[src/rtl/riscv_pkg.sv]
// Decode constants, FSM encoding and byte-lane helpers shared by the RV64 MEM stage.
package riscv_pkg;

   localparam logic [6:0] OPC_LOAD  = 7'b0000011;
   localparam logic [6:0] OPC_STORE = 7'b0100011;

   typedef enum logic [1:0] {
      SZ_B = 2'd0,
      SZ_H = 2'd1,
      SZ_W = 2'd2,
      SZ_D = 2'd3
   } mem_size_e;

   typedef enum logic [1:0] {
      ST_IDLE  = 2'd0,
      ST_REQ   = 2'd1,
      ST_ABORT = 2'd2
   } mem_state_e;

   // Everything about the in-flight access needed once the response returns.
   typedef struct packed {
      logic       is_store;
      logic [2:0] funct3;
      logic [2:0] addr_lo;
   } mem_op_t;

   function automatic logic is_misaligned(input mem_size_e size, input logic [2:0] lo);
      logic r_mis;
      case (size)
         SZ_B:    r_mis = 1'b0;
         SZ_H:    r_mis = lo[0];
         SZ_W:    r_mis = |lo[1:0];
         default: r_mis = |lo;
      endcase
      return r_mis;
   endfunction

   function automatic logic [7:0] lane_strobe(input mem_size_e size, input logic [2:0] lo);
      logic [7:0] r_base;
      case (size)
         SZ_B:    r_base = 8'h01;
         SZ_H:    r_base = 8'h03;
         SZ_W:    r_base = 8'h0F;
         default: r_base = 8'hFF;
      endcase
      return r_base << lo;
   endfunction

endpackage

[src/rtl/memory_stage_load_align.sv]
// Selects the addressed lane of a 64-bit read doubleword and sign/zero-extends it.
module load_align
   import riscv_pkg::*;
(
   input  logic [63:0] i_rdata,
   input  logic [2:0]  i_addr_lo,
   input  logic [2:0]  i_funct3,
   output logic [63:0] o_result
);

   logic [63:0] w_shift;
   logic        w_sext;

   assign w_shift = i_rdata >> {i_addr_lo, 3'b000};
   assign w_sext  = ~i_funct3[2];

   always_comb begin
      // NOTE: default assignment first so every path drives o_result and no latch is inferred.
      o_result = '0;
      case (mem_size_e'(i_funct3[1:0]))
         SZ_B:    o_result = {{56{w_sext & w_shift[7]}},  w_shift[7:0]};
         SZ_H:    o_result = {{48{w_sext & w_shift[15]}}, w_shift[15:0]};
         SZ_W:    o_result = {{32{w_sext & w_shift[31]}}, w_shift[31:0]};
         default: o_result = w_shift;
      endcase
   end

endmodule

[src/rtl/memory_stage.sv]
// RV64 MEM stage: ready/valid data-memory access with lane alignment and fault detection,
// plus the MEM/WB pipeline latch feeding writeback.
module memory_stage
   import riscv_pkg::*;
#(
   parameter int XLEN    = 64,
   parameter int TIMEOUT = 256
) (
   input  logic            CLK,
   input  logic            RESET,
   input  logic            MEM_V,
   input  logic            MEM_FLUSH,
   input  logic [31:0]     MEM_IR,
   input  logic [XLEN-1:0] MEM_NPC,
   input  logic [XLEN-1:0] MEM_ALU_RESULT,
   input  logic [XLEN-1:0] MEM_STORE_DATA,
   input  logic [XLEN-1:0] MEM_CSRFD,
   input  logic [XLEN-1:0] MEM_RFD,
   input  logic [4:0]      MEM_DRID,
   input  logic            MEM_ECALL,
   input  logic            MEM_BR_TAKEN,
   input  logic [63:0]     DMEM_RDATA,
   input  logic            DMEM_READY,
   input  logic            DMEM_ERR,
   output logic            DMEM_REQ,
   output logic            DMEM_WE,
   output logic [XLEN-1:0] DMEM_ADDR,
   output logic [63:0]     DMEM_WDATA,
   output logic [7:0]      DMEM_WSTRB,
   output logic            MEM_STALL,
   output logic            MEM_PC_MUX,
   output logic            WB_V,
   output logic [31:0]     WB_IR,
   output logic [XLEN-1:0] WB_NPC,
   output logic [XLEN-1:0] WB_ALU_RESULT,
   output logic [XLEN-1:0] WB_MEM_RESULT,
   output logic [XLEN-1:0] WB_CSRFD,
   output logic [XLEN-1:0] WB_RFD,
   output logic [4:0]      WB_DRID,
   output logic            WB_ECALL,
   output logic            MEM_LAM,
   output logic            MEM_LAF,
   output logic            MEM_SAM,
   output logic            MEM_SAF
);

   localparam int            CW      = (TIMEOUT > 0) ? $clog2(TIMEOUT + 1) : 1;
   localparam logic [CW-1:0] CNT_MAX = '1;
   localparam logic [CW-1:0] CNT_LIM = CW'(TIMEOUT);

   mem_state_e    r_state;
   logic [CW-1:0] r_cnt;
   mem_op_t       r_op;

   logic [6:0]  w_opcode;
   logic        w_is_load;
   logic        w_is_store;
   logic        w_is_mem;
   logic        w_misal;
   logic        w_start;
   logic        w_timeout;
   logic        w_wb_load;
   logic        w_fault;
   mem_size_e   w_size;
   logic [2:0]  w_lo;
   logic [63:0] w_load_data;

   assign w_opcode   = MEM_IR[6:0];
   assign w_size     = mem_size_e'(MEM_IR[13:12]);
   assign w_lo       = MEM_ALU_RESULT[2:0];
   assign w_is_load  = (w_opcode == OPC_LOAD);
   assign w_is_store = (w_opcode == OPC_STORE);
   assign w_is_mem   = MEM_V & (w_is_load | w_is_store);
   assign w_misal    = w_is_mem & is_misaligned(w_size, w_lo);
   assign w_start    = w_is_mem & ~w_misal & ~MEM_FLUSH;
   assign w_timeout  = (TIMEOUT != 0) && (r_cnt >= CNT_LIM);
   assign w_wb_load  = ~MEM_FLUSH & ~MEM_STALL;
   // A completion without READY can only be the timeout path.
   assign w_fault    = DMEM_READY ? DMEM_ERR : 1'b1;

   load_align u_load_align (
      .i_rdata   (DMEM_RDATA),
      .i_addr_lo (r_op.addr_lo),
      .i_funct3  (r_op.funct3),
      .o_result  (w_load_data)
   );

   always_comb begin
      MEM_STALL = 1'b0;
      case (r_state)
         ST_IDLE, ST_ABORT: MEM_STALL = w_start;
         ST_REQ:            MEM_STALL = ~MEM_FLUSH & ~DMEM_READY & ~w_timeout;
         default:           MEM_STALL = 1'b0;
      endcase
   end

   // Bus FSM. ABORT keeps the request asserted until the slave answers so the
   // ready/valid handshake is never broken; that late response is discarded.
   always_ff @(posedge CLK) begin
      // NOTE: all sequential state uses non-blocking assignments so every register samples pre-edge values.
      if (!RESET) begin
         r_state    <= ST_IDLE;
         r_cnt      <= '0;
         r_op       <= '0;
         DMEM_REQ   <= 1'b0;
         DMEM_WE    <= 1'b0;
         DMEM_ADDR  <= '0;
         DMEM_WDATA <= '0;
         DMEM_WSTRB <= '0;
      end else begin
         case (r_state)
            ST_IDLE: begin
               if (w_start) begin
                  r_state    <= ST_REQ;
                  r_op       <= '{is_store: w_is_store, funct3: MEM_IR[14:12], addr_lo: w_lo};
                  DMEM_REQ   <= 1'b1;
                  DMEM_WE    <= w_is_store;
                  DMEM_ADDR  <= {MEM_ALU_RESULT[XLEN-1:3], 3'b000};
                  DMEM_WDATA <= w_is_store ? (64'(MEM_STORE_DATA) << {w_lo, 3'b000}) : 64'd0;
                  DMEM_WSTRB <= w_is_store ? lane_strobe(w_size, w_lo) : 8'h00;
               end
            end
            ST_REQ: begin
               if (DMEM_READY) begin
                  DMEM_REQ <= 1'b0;
                  r_state  <= ST_IDLE;
               end else if (MEM_FLUSH || w_timeout) begin
                  r_state  <= ST_ABORT;
               end
               if (DMEM_READY || MEM_FLUSH || w_timeout) begin
                  r_cnt <= '0;
               end else if (r_cnt != CNT_MAX) begin
                  r_cnt <= r_cnt + 1'b1;
               end
            end
            ST_ABORT: begin
               if (DMEM_READY) begin
                  DMEM_REQ <= 1'b0;
                  r_state  <= ST_IDLE;
               end
            end
            default: r_state <= ST_IDLE;
         endcase
      end
   end

   // MEM/WB latch: a flush or a stall inserts a bubble with no exception flags.
   always_ff @(posedge CLK) begin
      if (!RESET) begin
         WB_V          <= 1'b0;
         WB_IR         <= '0;
         WB_NPC        <= '0;
         WB_ALU_RESULT <= '0;
         WB_MEM_RESULT <= '0;
         WB_CSRFD      <= '0;
         WB_RFD        <= '0;
         WB_DRID       <= '0;
         WB_ECALL      <= 1'b0;
         MEM_PC_MUX    <= 1'b0;
         MEM_LAM       <= 1'b0;
         MEM_LAF       <= 1'b0;
         MEM_SAM       <= 1'b0;
         MEM_SAF       <= 1'b0;
      end else if (!w_wb_load) begin
         WB_V       <= 1'b0;
         MEM_PC_MUX <= 1'b0;
         MEM_LAM    <= 1'b0;
         MEM_LAF    <= 1'b0;
         MEM_SAM    <= 1'b0;
         MEM_SAF    <= 1'b0;
      end else begin
         WB_V          <= MEM_V;
         WB_IR         <= MEM_IR;
         WB_NPC        <= MEM_NPC;
         WB_ALU_RESULT <= MEM_ALU_RESULT;
         WB_CSRFD      <= MEM_CSRFD;
         WB_RFD        <= MEM_RFD;
         WB_DRID       <= MEM_DRID;
         WB_ECALL      <= MEM_ECALL;
         MEM_PC_MUX    <= MEM_V & MEM_BR_TAKEN;
         MEM_LAM       <= w_misal & w_is_load;
         MEM_SAM       <= w_misal & w_is_store;
         if (r_state == ST_REQ) begin
            MEM_LAF       <= MEM_V & ~r_op.is_store & w_fault;
            MEM_SAF       <= MEM_V &  r_op.is_store & w_fault;
            WB_MEM_RESULT <= (r_op.is_store || !DMEM_READY) ? '0 : XLEN'(w_load_data);
         end else begin
            MEM_LAF       <= 1'b0;
            MEM_SAF       <= 1'b0;
            WB_MEM_RESULT <= '0;
         end
      end
   end

endmodule

[config.mk]
export PLATFORM = sky130hd
export DESIGN_NAME = memory_stage
export DESIGN_NICKNAME = d
export VERILOG_FILES = /design/src/rtl/riscv_pkg.sv /design/src/rtl/memory_stage_load_align.sv /design/src/rtl/memory_stage.sv
export SDC_FILE = /design/constraint.sdc
export NUM_CORES = 1
export LEC_CHECK = 0
export ABC_AREA = 1
export ABC_CLOCK_PERIOD_IN_PS = 2100
export BUFFER_PORTS_ARGS = -buffer_cell sky130_fd_sc_hd__clkbuf_2
export CAP_MARGIN = 15
export CORE_AREA = 2 2 365 367
export DETAILED_ROUTE_END_ITERATION = 12
export DIE_AREA = 0 0 367 369
export PLACE_DENSITY = 0.47
export REMOVE_ABC_BUFFERS = 1
export SETUP_SLACK_MARGIN = 0.3
export SYNTH_ARGS = -nofsm -noshare
export SYNTH_HDL_FRONTEND = slang
export SYNTH_SLANG_ARGS = --single-unit
[constraint.sdc]
create_clock -name CLK -period 2.1 [get_ports CLK]
set_clock_uncertainty 0.1 [all_clocks]
set_input_delay 0.21 -clock CLK [delete_from_list [all_inputs] [get_ports CLK]]
set_output_delay 0.21 -clock CLK [all_outputs]
set_load 0.02 [all_outputs]
== Yosys cells after proc, flatten, opt, wreduce, memory -nomap -nowiden ==
Cells that the tools add are included.
Operators by class
  add/sub/neg operators: 1
  shifts and indexed selects: 3
  mux-type cells: 22
  eq/ne operators: 13
  reductions and logical operators: 20
  bitwise operators: 25
  magnitude comparators: 1
Operators with widths (count)
  64-bit 2-to-1 mux: 3
  64-bit one-hot mux with 3 select lines: 1
  64-bit by 6-bit left shift with 64-bit output: 1
  64-bit by 6-bit >> shifter with 64-bit output: 1
  8-bit 2-to-1 mux: 4
  8-bit one-hot mux with 3 select lines: 1
  9-bit 2-to-1 mux: 2
  1-bit AND: 17
  9-bit by 1-bit adder with 9-bit output, second input constant: 1
  9-bit greater-or-equal comparator, second input constant: 1
  9-bit inequality test, second input constant: 1
  3-bit AND reduction: 3
  2-bit 2-to-1 mux: 4
  8-bit by 3-bit left shift with 8-bit output: 1
  7-bit by 2-bit == test with 1-bit output, second input constant: 1
  7-bit by 6-bit == test with 1-bit output, second input constant: 1
  1-bit inverter: 7
  2-bit by 1-bit == test with 1-bit output, second input constant: 3
  2-bit == test, second input constant: 3
  2-bit logical NOT: 3
  2-bit one-hot mux with 3 select lines: 1
  2-bit AND reduction: 3
  2-bit OR reduction: 3
  1-bit logical OR: 4
  10 further kinds: 15
Word-level totals
  bits of input ports: 429
  register bits: 516
  logic and storage cells: 108
  output and inout bits: 503

== Logic depth before layout (Yosys ltp) ==
  word-level depth: 12
  depth in mapped cells: 13
  depth with buffers taken out: 12

== Hierarchy ==
A second synthesis with hierarchy kept.
Second synthesis, totals
  cell total of the unflattened synthesis: 3666
  area total of the unflattened synthesis: 25261.7 µm²
Modules (own cells, without submodules)
  memory_stage: instances 1, cells an instance 3191, sequential area each 10329.9 µm², area each 22883.2 µm²
  load_align: instances 1, cells an instance 475, sequential area each 0.0 µm², area each 2378.5 µm²

== Worst setup path after synthesis ==
OpenSTA, ideal clock, no wires.
  path type: register to register
  from: register r_state[0]
  to: register WB_MEM_RESULT[35]
  cell stages (with the launch flop): 13
  path buffers: 1
  data arrival time: 1.812 ns
  path slack: 0.060 ns
  period minus slack after synthesis: 2.040 ns
  library setup time: 0.128 ns
  required time: 1.872 ns
  cells stage by stage: dfxtp_1 > inv_1 > ha_1 > or2_2 > nand4_1 > nand2_1 > nand2_2 > nand2_4 > inv_4 > clkbuf_1 > nor2_1 > nor2_1 > nor2_1
On the way
  word-level cells in the longest chain between the ends: 5
  elaborated cells between the ends (all ways): 8
  classes of those cells: 2 x eq/ne; 2 x mux; 2 x bitwise; 2 x reduce/logical
Ends and longest elaborated chain
  from (decl): line memory_stage.sv:51  | mem_state_e r_state;
  from (signal assigned): line memory_stage.sv:102  | r_state <= ST_IDLE;
  from (signal assigned): line memory_stage.sv:114  | r_state <= ST_REQ;
  from (signal assigned): line memory_stage.sv:126  | r_state <= ST_IDLE;
  2-bit == test or 2-bit logical NOT (tied branches): line memory_stage.sv:90  | case (r_state)
  2-bit OR reduction: line memory_stage.sv:90
  1-bit one-hot mux with 2 select lines: line memory_stage.sv:90
  1-bit inverter: line memory_stage.sv:77  | assign w_wb_load = ~MEM_FLUSH & ~MEM_STALL;
  1-bit AND: line memory_stage.sv:77
  to (signal assigned): line memory_stage.sv:186  | WB_MEM_RESULT <= (r_op.is_store || !DMEM_READY) ? '0 : XLEN'(w_load_data);
  to (decl): line memory_stage.sv:36  | output logic [XLEN-1:0] WB_MEM_RESULT,
Parallel ways exist; a longest one is shown, timed or not.
A chain may end at the register's enable or synchronous reset.

== Final worst setup path ==
  from: register r_state[1]
  to: register WB_CSRFD[60]
On the way
  word-level cells in the longest chain between the ends: 5
  elaborated cells between the ends (all ways): 7
  classes of those cells: 2 x eq/ne; 1 x mux; 2 x bitwise; 2 x reduce/logical
Ends and longest elaborated chain
  2-bit == test or 2-bit logical NOT (tied branches): line memory_stage.sv:90
  2-bit OR reduction: line memory_stage.sv:90
  1-bit one-hot mux with 2 select lines *: line memory_stage.sv:90
  1-bit inverter *: line memory_stage.sv:77
  1-bit AND *: line memory_stage.sv:77
  to (signal assigned): line memory_stage.sv:155  | WB_CSRFD <= '0;
  to (signal assigned): line memory_stage.sv:176  | WB_CSRFD <= MEM_CSRFD;
  to (decl): line memory_stage.sv:37  | output logic [XLEN-1:0] WB_CSRFD,
Every way passes the cells marked *; elsewhere a longest branch is shown, timed or not.

==> metrics.md <==
| Metric | Value |
|---|---|
| Fin area | 0.0403 mm² |
| Design Power | between 30 and 40 mW |
| DRT Pass-1 Iters | 6 |
| Sequential Power Share | 35.5% |
| Max Cap Viol | 0 |
| CP required | between 2000 and 3000 ps |
| Tightest Pin Transition | 637 ps |
| Worst hold slack | 52.3 ps |
| Worst-Skew Late Latency | about 640 ps |
| RR Endpoint | WB_CSRFD[60] |
| Failing checks | negative setup slack |
| Final slew viol count | 0 |
| Core area | approximately 0.13 mm² |
| Startpoint types | flop |
| Crit-path most repeated cell | buf_12 |
| Vias in the first global route | 26576 |
| H-tree depth | 3 |
| Primary FF master, synth | dfxtp_1 |
| Grt ovf | 0 |
| Fmax | between 300 and 400 MHz |
| Largest net degree at the start of global routing | 73 |
| Psw | just under 10 mW |
| WL/cell | a little over 20 µm |
| Row Count | 133 |
| Routability Congestion | 0.905 |
| Count leader, synth | nor2_1 |
| Synth top area share | 47.3% |
| Synth Instances | ~3100 |
| Vias | 27434 |
| Worst VDD drop | 0.540 mV |
| Internal | 21.1 mW |
| Post-Synth XOR/XNOR Area | 0.0802% |
| DRC | 0 |
| Drt total wl | 131 mm |
| Final Hold Viols | 0 |
| First-pass GRT wire length | 178 mm |
| Inserted Clock Buffers | between 60 and 70 |
| Unrepaired setup endpoints after global routing | yes |
| Final worst slack | -421 ps |
| Nets | between 5000 and 6000 |
| Switching Share | 31.9% |
| Finished Layout Cells | 6385 |
| Starting Density | 16.6% |
| Dpl cell area | 0.0296 mm² |
| LEAKAGE | 18.1 nW |
| Hold path depth | 6 |
| # IOs | about 930 |
| Worst r2r src | r_state[1] |
| Worst Hold Launch | MEM_FLUSH |
| Dpl cells | between 5000 and 6000 |
| Synth Register Bits | between 500 and 600 |
| Clk slew on worst S/H paths | around 60 ps |
| Critical path class | reg2reg |
| Synth Warn # | 0 |
| Critical path, cell by cell | inv_4 > ha_4 > or2_4 > nand4_1 > nand2_2 > nand2_4 > buf_4 > buf_8 > buf_12 > nand2_8 > buf_12 > buf_16 > buf_12 > buf_16 > o21ai_4 > nor2_1 |
| Drt first-iter violations | roughly 1900 |
| Syn_area_per_cell | 6.99 µm² |
| Critical path arrival | 2960 ps |
| Synth cell types | 43 |
| Pre-CTS WS | -622 ps |
| Worst Reg2Reg Path Length in Cells | 16 |
| Post-Synth Adder-Cell Area | 0.344% |
| Setup tns final | -85790 ps |
| Endpoints failing setup | 366 |
| Fin util | a little under a third |
| Post-synth EDFFs | 0 |
| Synth area leaders | dfxtp_1 (47%), nor2_1 (14%), o21ai_0 (12%), nand2_1 (8.4%), a21oi_1 (4.0%) |
| Cell Area, Synth | 0.0218 mm² |
| Combinational Power Share | 26.2% |
| Synth area leader | dfxtp_1 |
| WHS Endpoint | r_cnt[8] |
| Post-synthesis mux area share | less than 1% |
| Area grow syn2layout | 84.5% |
| Hold Path Class | in2reg |
| Buf/Inv on CP | 8 |
| Part of the Yosys area used for sequential elements | 47.3% |
| Clk network pwr share | 38.3% |
| CTS tree | done |
| Crit-path max FO | 6 |
| Fin crit period | 2520 ps |
| Largest delay share family, worst path | buffers and inverters |
| Vias per cell | 4.30 |
| Flop2flop setup slack | -420 ps |
| Simple-gate area share of the yosys netlist | between 20% and 30% |
| Share of cells above drive strength 1 | a little under two fifths |
| Rel. slew slack | 57.6% |
| Detail Placement HPWL | 87.9 mm |
| Critical Path Max Stage Delay | 380 ps |
| Overall global routing resource usage | approximately 18% |
| Clock tree buffer depth | 3 |
| Sink Count | 516 |
| Status | complete, but fails checks |
| Pwr Density | 769 mW/mm² |
| Die width | 367 µm |
| Async set or reset register ratio after synthesis | 0% |
| Routed Antenna Nets | 0 |
| Commonest cells in the netlist | nor2_1 (814), dfxtp_1 (516), o21ai_0 (509) |
| Slowest CP cell | dfxtp_4 |
| Initial antenna violation count | 16 |
| CP endpoint kind | flop |
| Final Cycle Share | 120% |
| DIE AREA | 0.135 mm² |
| Count of input and output buffers | slightly above 900 |
| Die height | roughly 370 µm |
| Largest family of logic cells by synthesized area | simple AND/OR/NAND/NOR gates |
| Root Driver | clkbuf_16 |
| Compound-Gate Fraction of Synth Area | 17.0% |
-- tightest hold or removal path, cell delays in order --
cell and delay, ps:
clkbuf_2 100, nor3_2 50, inv_1 60, a21oi_1 60
buf_4 150, o221a_2 110
-- registers in the layout (all words and copies together), names as in the netlist, 2 cells and up --
signal         count
DMEM_ADDR         61
DMEM_WDATA        64
DMEM_WSTRB         8
WB_ALU_RESULT     64
WB_CSRFD          64
WB_DRID            5
WB_IR             32
WB_MEM_RESULT     64
WB_NPC            64
WB_RFD            64
r_cnt              9
r_op               7
r_state            2
-- metal layers --
layer	GRT usage, %	share of wire (%)	wire length [µm]	vias to the layer above
met5	0	0.094	123	-
met4	7.09	4.1	5420	18
met3	4.56	6.7	8770	231
met2	29.8	48	62700	1057
met1	21.0	41	53900	12994
li1	-	-	-	13134
-- power groups by stage --
stage / Combinational [mW] / Clock, mW / Sequential, mW
after global routing: 8.67 / 12.6 / 11.1
after detailed placement: 5.27 / 0 / 11.1
after global placement: 5.27 / 0 / 11.1
final: 8.13 / 11.9 / 11.0
after floorplan: 1.74 / 0 / 11.8
after CTS: 7.09 / 12.2 / 10.9
-- worst max-delay path by stage --
stage / from / to / slack, ps / cells past startpoint
2_1_floorplan: r_state[0] / MEM_SAM / -2810 / 10
3_3_place_gp: MEM_ALU_RESULT[0] / WB_CSRFD[12] / -640 / 12
3_5_place_dp: MEM_ALU_RESULT[0] / WB_CSRFD[12] / -620 / 12
4_1_cts: r_state[1] / MEM_STALL / -420 / 9
5_1_grt: r_state[0] / WB_CSRFD[60] / -500 / 16
6_report: r_state[1] / WB_CSRFD[60] / -420 / 16
-- final cells by class --
type / instances / area [µm²]
diodes: 3 / 7.51
clock buffers: 94 / 1910
clock inverters: 18 / 297
fillers: 13881 / 90800
inverters: 84 / 358
multi-input cells: 2282 / 11900
flip-flops and latches: 516 / 10300
well taps: 1755 / 2200
repair buffers: 1631 / 13200
repair inverters: 2 / 46.3
-- what timing repair did --
item,4_1_cts,5_1_grt
hold buffers,371,0
cloned,33,30
hold endpoints to repair,432,0
setup endpoints to repair,508,514
pin swaps,10,59
setup buffers,40,26
resized for setup,391,442
-- cell families (layout without fill, tap and decap cells) --
kind of cell / Yosys count / after routing
buf+inv: 327 / 1829
compound gates: 723 / 723
other cells: 1 / 6
xor+xnor: 2 / 2
fa+ha+maj: 6 / 6
flops: 516 / 516
mux: 20 / 20
simple gates: 1527 / 1528
-- cell usage in the layout (no fill, tap or decap), types with 20 or more instances in the layout --
cell           count
a21oi_1          152
a21oi_2           24
buf_12            63
buf_16            41
buf_4            151
buf_6             27
buf_8             24
clkbuf_16         97
clkbuf_2         925
dfxtp_1          512
dlygate4sd3_1    371
inv_1             70
mux2i_1           20
nand2_1          474
nand3_1          162
nor2_1           750
nor2_2            53
o21ai_0          263
o21ai_1           37
o21ai_2          144
o21ai_4           66
(Power assumes the default switching activity.)
